===== config.mk =====
export PLATFORM = sky130hd
export DESIGN_NAME = pipeline_step_ctrl_flat
export DESIGN_NICKNAME = d
export VERILOG_FILES = /design/src/rtl/pipeline_step_ctrl_if.sv /design/src/rtl/pipeline_step_ctrl.sv /design/src/flat_wrapper.sv
export SDC_FILE = /design/constraint.sdc
export NUM_CORES = 1
export LEC_CHECK = 0
export CAP_MARGIN = 20
export CORE_UTILIZATION = 42
export CTS_BUF_LIST = sky130_fd_sc_hd__clkbuf_4 sky130_fd_sc_hd__clkbuf_8 sky130_fd_sc_hd__clkbuf_16
export DETAILED_ROUTE_END_ITERATION = 6
export PLACE_DENSITY = 0.83
export SLEW_MARGIN = 5
export SYNTH_ARGS = -nofsm -noshare
export SYNTH_HDL_FRONTEND = slang
export SYNTH_SLANG_ARGS = --single-unit

===== constraint.sdc =====
create_clock -name clk -period 2.1 [get_ports clk]
set_input_delay 0.21 -clock clk [delete_from_list [all_inputs] [get_ports clk]]
set_output_delay 0.21 -clock clk [all_outputs]
set_load 0.005 [all_outputs]

===== src/rtl/pipeline_step_ctrl_if.sv =====
// Command channel between the UART debug command decoder and pipeline_step_ctrl.
//
// Handshake: the decoder (master) raises i_cmd_valid for one or more cycles
// with i_cmd/i_cmd_arg stable. A command transfers on every posedge where
// i_cmd_valid && o_cmd_ready. The controller (slave) holds o_cmd_ready high
// at all times outside reset, so it never back-pressures. A command that is
// illegal in the current state is dropped, and a one-cycle o_cmd_err pulse
// follows on the next cycle.
//
// Signals:
//   i_cmd_valid  decoder -> ctrl  command strobe
//   i_cmd        decoder -> ctrl  00 CLEAR, 01 RUN, 10 STEP, 11 PAUSE
//   i_cmd_arg    decoder -> ctrl  step count for STEP (0 treated as 1)
//   o_cmd_ready  ctrl -> decoder  1 outside reset
//   o_cmd_err    ctrl -> decoder  one-cycle pulse, command dropped
interface pipeline_step_ctrl_if #(
  parameter int ARG_W = 8
);
  logic             i_cmd_valid;
  logic [1:0]       i_cmd;
  logic [ARG_W-1:0] i_cmd_arg;
  logic             o_cmd_ready;
  logic             o_cmd_err;

  modport master (
    output i_cmd_valid, i_cmd, i_cmd_arg,
    input  o_cmd_ready, o_cmd_err
  );

  modport slave (
    input  i_cmd_valid, i_cmd, i_cmd_arg,
    output o_cmd_ready, o_cmd_err
  );
endinterface


===== src/rtl/pipeline_step_ctrl.sv =====
// Pipeline step controller for the MIPS debug unit.
//
// Produces the global latch enable o_step that drives every pipeline latch
// (IF/ID, ID/EX, EX/MEM, MEM/WB). Supports free-run, N-cycle stepping,
// pause, halt detection via the stop_pipe flag leaving MEM/WB, a one-cycle
// flush pulse and a saturating count of executed (stepped) cycles.
//
// Optional feature: define STEP_CTRL_BKPT_EN to add a PC breakpoint that
// pauses a RUN when the ID/EX PC matches i_bkpt_addr.
//
// Ports:
//   clk          clock
//   rst          synchronous reset, active-low
//   cmd          command channel (slave modport of pipeline_step_ctrl_if)
//   i_stop_pipe  HALT has reached writeback (from MEM/WB latch)
//   i_pc         PC of the instruction in ID/EX (breakpoint feature only)
//   i_bkpt_addr  breakpoint address   (STEP_CTRL_BKPT_EN only)
//   i_bkpt_en    breakpoint enable    (STEP_CTRL_BKPT_EN only)
//   o_step       latch enable to all pipeline latches
//   o_flush      one-cycle pulse, OR'd into the latch clears by the top
//   o_done       high while HALTED
//   o_state      state encoding: IDLE=00 RUN=01 STEP=10 HALTED=11
//   o_cycles     count of cycles with o_step=1, saturating
module pipeline_step_ctrl #(
  parameter int CNT_W = 32,
  parameter int ARG_W = 8
) (
  input  logic                clk,
  input  logic                rst,
  pipeline_step_ctrl_if.slave cmd,
  input  logic                i_stop_pipe,
  input  logic [31:0]         i_pc,
`ifdef STEP_CTRL_BKPT_EN
  input  logic [31:0]         i_bkpt_addr,
  input  logic                i_bkpt_en,
`endif
  output logic                o_step,
  output logic                o_flush,
  output logic                o_done,
  output logic [1:0]          o_state,
  output logic [CNT_W-1:0]    o_cycles
);

  typedef enum logic [1:0] {
    S_IDLE   = 2'b00,
    S_RUN    = 2'b01,
    S_STEP   = 2'b10,
    S_HALTED = 2'b11
  } state_t;

  localparam logic [1:0] CMD_CLEAR = 2'b00;
  localparam logic [1:0] CMD_RUN   = 2'b01;
  localparam logic [1:0] CMD_STEP  = 2'b10;
  localparam logic [1:0] CMD_PAUSE = 2'b11;

  state_t           state;
  logic [ARG_W-1:0] rem;
  logic             ready_q;
  logic             err_q;
  logic             accept;
  logic             bkpt_hit;

  assign accept = cmd.i_cmd_valid && ready_q;

`ifdef STEP_CTRL_BKPT_EN
  // First RUN cycle after a RUN command ignores the match so execution can
  // resume from a PC that is sitting on the breakpoint.
  logic bkpt_skip;
  assign bkpt_hit = i_bkpt_en && (i_pc == i_bkpt_addr) && !bkpt_skip;
`else
  logic unused_pc;
  assign unused_pc = ^i_pc;
  assign bkpt_hit  = 1'b0;
`endif

  // Moore decodes straight from the state register.
  assign o_step          = (state == S_RUN) || (state == S_STEP);
  assign o_done          = (state == S_HALTED);
  assign o_state         = state;
  assign cmd.o_cmd_ready = ready_q;
  assign cmd.o_cmd_err   = err_q;

  always_ff @(posedge clk) begin
    if (!rst) begin
      state    <= S_IDLE;
      rem      <= '0;
      ready_q  <= 1'b0;
      err_q    <= 1'b0;
      o_flush  <= 1'b0;
      o_cycles <= '0;
`ifdef STEP_CTRL_BKPT_EN
      bkpt_skip <= 1'b0;
`endif
    end else begin
      ready_q <= 1'b1;
      err_q   <= 1'b0;
      o_flush <= 1'b0;

      if (o_step && (o_cycles != {CNT_W{1'b1}}))
        o_cycles <= o_cycles + 1'b1;

      case (state)
        S_IDLE: begin
          if (accept) begin
            case (cmd.i_cmd)
              CMD_CLEAR: begin
                o_flush  <= 1'b1;
                o_cycles <= '0;
              end
              CMD_RUN: begin
                state <= S_RUN;
`ifdef STEP_CTRL_BKPT_EN
                bkpt_skip <= 1'b1;
`endif
              end
              CMD_STEP: begin
                state <= S_STEP;
                rem   <= (cmd.i_cmd_arg == '0) ? ARG_W'(1) : cmd.i_cmd_arg;
              end
              default: err_q <= 1'b1;
            endcase
          end
        end

        S_RUN: begin
`ifdef STEP_CTRL_BKPT_EN
          bkpt_skip <= 1'b0;
`endif
          // stop_pipe > breakpoint > command; a command that loses to a
          // halt or breakpoint is simply dropped without an error pulse.
          if (i_stop_pipe)
            state <= S_HALTED;
          else if (bkpt_hit)
            state <= S_IDLE;
          else if (accept) begin
            if (cmd.i_cmd == CMD_PAUSE)
              state <= S_IDLE;
            else
              err_q <= 1'b1;
          end
        end

        S_STEP: begin
          rem <= rem - 1'b1;
          if (i_stop_pipe)
            state <= S_HALTED;
          else if (accept && (cmd.i_cmd == CMD_PAUSE))
            state <= S_IDLE;
          else begin
            if (accept)
              err_q <= 1'b1;
            if (rem == ARG_W'(1))
              state <= S_IDLE;
          end
        end

        S_HALTED: begin
          if (accept) begin
            if (cmd.i_cmd == CMD_CLEAR) begin
              o_flush  <= 1'b1;
              o_cycles <= '0;
              state    <= S_IDLE;
            end else
              err_q <= 1'b1;
          end
        end

        default: state <= S_IDLE;
      endcase
    end
  end

endmodule

===== src/flat_wrapper.sv =====
// flat-port wrapper written by rule: the top's interface ports become plain ports
module pipeline_step_ctrl_flat 
#(
  parameter int CNT_W = 32,
  parameter int ARG_W = 8
)
  (clk, rst, i_stop_pipe, i_pc, o_step, o_flush, o_done, o_state, o_cycles, cmd_i_cmd_valid, cmd_i_cmd, cmd_i_cmd_arg, cmd_o_cmd_ready, cmd_o_cmd_err);
  pipeline_step_ctrl_if #(.ARG_W(ARG_W)) cmd_i ();
  input  logic clk;
  input  logic rst;
  input  logic i_stop_pipe;
  input  logic [31:0] i_pc;
  output logic o_step;
  output logic o_flush;
  output logic o_done;
  output logic [1:0] o_state;
  output logic [CNT_W-1:0] o_cycles;
  input wire logic [$bits(cmd_i.i_cmd_valid)-1:0] cmd_i_cmd_valid;
  input wire logic [$bits(cmd_i.i_cmd)-1:0] cmd_i_cmd;
  input wire logic [$bits(cmd_i.i_cmd_arg)-1:0] cmd_i_cmd_arg;
  output wire logic [$bits(cmd_i.o_cmd_ready)-1:0] cmd_o_cmd_ready;
  output wire logic [$bits(cmd_i.o_cmd_err)-1:0] cmd_o_cmd_err;
  assign cmd_i.i_cmd_valid = cmd_i_cmd_valid;
  assign cmd_i.i_cmd = cmd_i_cmd;
  assign cmd_i.i_cmd_arg = cmd_i_cmd_arg;
  assign cmd_o_cmd_ready = cmd_i.o_cmd_ready;
  assign cmd_o_cmd_err = cmd_i.o_cmd_err;
  pipeline_step_ctrl #(.CNT_W(CNT_W), .ARG_W(ARG_W)) u_core (.clk(clk), .rst(rst), .cmd(cmd_i), .i_stop_pipe(i_stop_pipe), .i_pc(i_pc), .o_step(o_step), .o_flush(o_flush), .o_done(o_done), .o_state(o_state), .o_cycles(o_cycles));
endmodule

==> summary.txt <==
Status
  • Outcome: completed

Hold path
  • Min-delay src: u_core.o_cycles[1]
  • Hold EP: u_core.o_cycles[1]
  • Min-Delay Path Depth: 2
  • Hold Path Class: flip-flop to flip-flop

Critical path
  • Worst r2r src: u_core.o_cycles[8]
  • Critical path peak fanout: 15
  • Worst path arrival time: 1.82 ns
  • Worst Setup Path Type: flip-flop to primary output
  • R2r worst-path depth: 5
  • Worst reg2reg endpoint: u_core.o_cycles[31]
  • Reg2reg setup slack: 0.11 ns
  • Crit. End Element: primary output
  • Crit path launch type: flip-flop
  • Critical path required time: 1.89 ns

Final layout
  • N_diodes: 0
  • NumNets Final: 436
  • Filler Cell Count: 533
  • Ratio of cells with drive above 1 in the final layout: 0.111
  • Area growth from synthesis to layout: 31.1%
  • Footprint of the multi-input gates: 1570 sq um
  • Final Non-Filler Cells: 454
  • Seq. cell area: 901 sq um

Synthesis
  • Mapped cell area: 2570 sq um
  • Most common cell in the netlist: dfxtp_1
  • Synth unique cells: 49
  • Syn. warnings: 0
  • Leading area contributor after synthesis: dfxtp_1
  • Synth Flop Type: dfxtp_1
  • #FFs+latches synth: 45
  • Net count after synthesis: 369
  • Post-synth top area share: 0.351
  • Synth area leaders: dfxtp_1, ha_1, o21ai_0
  • Synthesized instance count: 311
  • Post-synth EDFFs: 0
  • Post-synthesis sequential area ratio: 0.351
  • Syn_area_per_cell: 8.26 sq um
  • Synth top cells by count: dfxtp_1, nor2_1, o21ai_0, nand2_1
  • Fraction of synthesis flops using an asynchronous set or reset pin: 0

Placement
  • Hpwl dp: 4.76 mm
  • Final Wtd Congestion: 0.881
  • Port Buffer Count: 52
  • Placed cells: 446

STA
  • Final hold viol count: 0
  • Max Slew Vio Count: 0
  • Max Clock Freq: 0.493 GHz
  • Tmin final: 2.03 ns
  • Clock skew: 0.0103 ns
  • Worst-margin pin slew: 0.686 ns
  • Fin crit share: 0.965
  • Headroom to the max-slew limit: 0.531
  • RSZ-0062 raised after global routing: false
  • Final setup vio count: 0
  • Post-route setup TNS: 0 ns

Power
  • Cell leakage power: 1.20 nW
  • Pwr/cell area: 783 nW/um^2
  • Worst IR Drop VDD: 383 uV

Clocking
  • CTS Sinks: 45
  • Clk_lat worst skew: 0.30 ns
  • CTS HTree Levels: 2
  • TritonCTS clock tree: yes
  • Post-CTS Repair Setup Buffers: 0
  • Clock Path Buffers: 2
  • CTS buffer count: 5
  • CTS root buf: clkbuf_8
  • Clock transition at the registers of the reported paths: 0.09 ns

Global routing
  • First-pass GRT wire length: 10.6 mm
  • Number of global-route vias before repair: 2438
  • Initial antenna violation count: 0
  • Pin count of the biggest net entering global routing: 16
  • Grt ovf: 0
  • Total GRT Usage: 0.207

Route
  • WL final: 6.49 mm
  • Number of remaining DRC errors: 0
  • Vias post-DR: 2583
  • Vias per inst: 5.69
  • Remaining antenna violation count: 0
  • Number of detailed-route iterations in the first pass: 5
  • Wire length per cell: 14.3 microns
  • Initial drt markers: 91

Floorplanning
  • Die W: 80.2 microns
  • Row cnt: 28
  • Core area: 5920 sq um
  • Die height: 80.2 microns
  • Die area: 6440 sq um
  • Initial Utilization: 0.434
  • Ports: 85

Job
  • Maxcap violations: 0
[what timing repair did]
action,in CTS,in global routing
hold buffers,0,0
resized for setup,0,2
endpoints found under the setup margin,0,3
[worst max-delay path, cell delays in order, from the launching register on]
cell,delay (ns)
dfxtp_1,0.34
inv_1,0.09
ha_1,0.37
buf_6,0.19
clkdlybuf4s50_1,0.53
[worst max-delay path by stage]
stage,from,endpoint,slack (ns),depth (start not counted)
6_report,u_core.o_state[0],o_step,0.07,4
5_1_grt,u_core.o_state[0],o_step,0.02,4
4_1_cts,u_core.o_state[0],o_step,0.03,4
3_5_place_dp,cmd_i_cmd[0],u_core.rem[3],0.11,7
3_3_place_gp,cmd_i_cmd[0],u_core.rem[3],0.16,7
2_1_floorplan,u_core.o_state[0],u_core.o_cycles[18],0.05,7
[sequential cells by signal, summed over array words and instances, names as in the netlist]
name / flops
u_core.o_state: 2
u_core.o_cycles: 32
u_core.cmd.o_cmd_err: 1
u_core.o_flush: 1
u_core.cmd.o_cmd_ready: 1
u_core.rem: 8
[cell usage in the layout (no fill, tap or decap), types with 4 or more instances in the layout]
cell              n
nand3_1          18
buf_4            17
mux2i_1           5
nand2_1          21
clkbuf_8          5
or3_1            11
xnor2_1          11
nand4_1          16
ha_1             12
inv_1            13
nor4_1            5
and2_1            9
o21ai_0          21
nor3_1            7
a21oi_1          17
nor2_1           28
a211oi_1          5
clkdlybuf4s50_1  52
a31oi_1           4
dfxtp_1          45
and4_1            6
[metrics by stage]
stage	hold slack (ns)	area (sq um)	setup WS [ns]	utilization	power [W]
finish	0.506	3370	0.0732	0.569	0.00264
detailed placement	0.496	3270	0.112	0.552	0.00208
CTS	0.509	3360	0.0347	0.568	0.00263
global route	0.532	3370	0.0153	0.569	0.00281
global placement	0.492	3270	0.156	0.552	0.00204
floorplan	0.238	2570	0.0520	-	0.00170
[report_power, final]
group | internal [W] | leakage [nW] | switching (W)
Sequential | 0.000919 | 0.364 | 0.0000490
Clock | 0.000248 | 0.0408 | 0.000302
Combinational | 0.000508 | 0.799 | 0.000612
Total | 0.00167 | 1.20 | 0.000963
[per-layer routing]
layer / part of all wire / vias to the layer above / GRT usage / routed length [microns]
li1: - / 1286 / - / -
met5: 0 / - / 0 / 0
met3: 0.050 / 10 / 0.0398 / 326
met2: 0.48 / 63 / 0.374 / 3140
met4: 0.013 / 0 / 0.0768 / 86
met1: 0.45 / 1224 / 0.238 / 2930
[area by class of cell]
class	instances	share of cell area
multi-input combinational	242	0.466
sequential	45	0.267
timing repair buffer	70	0.196
tap	75	0.0278
clock buffer	6	0.0227
inverter	14	0.0156
clock inverter	2	0.00446
[kinds of logic after synthesis]
family | Yosys count | synth area share
xor gates and xnor gates | 13 | 0.0443
and+or+nand+nor | 135 | 0.287
adders and majority gates | 12 | 0.0584
buffers and inverters | 24 | 0.0409
DFF | 45 | 0.351
AOI/OAI and AO/OA | 77 | 0.200
muxes | 5 | 0.0195
No activity file was read; power rests on OpenSTA's default activity.
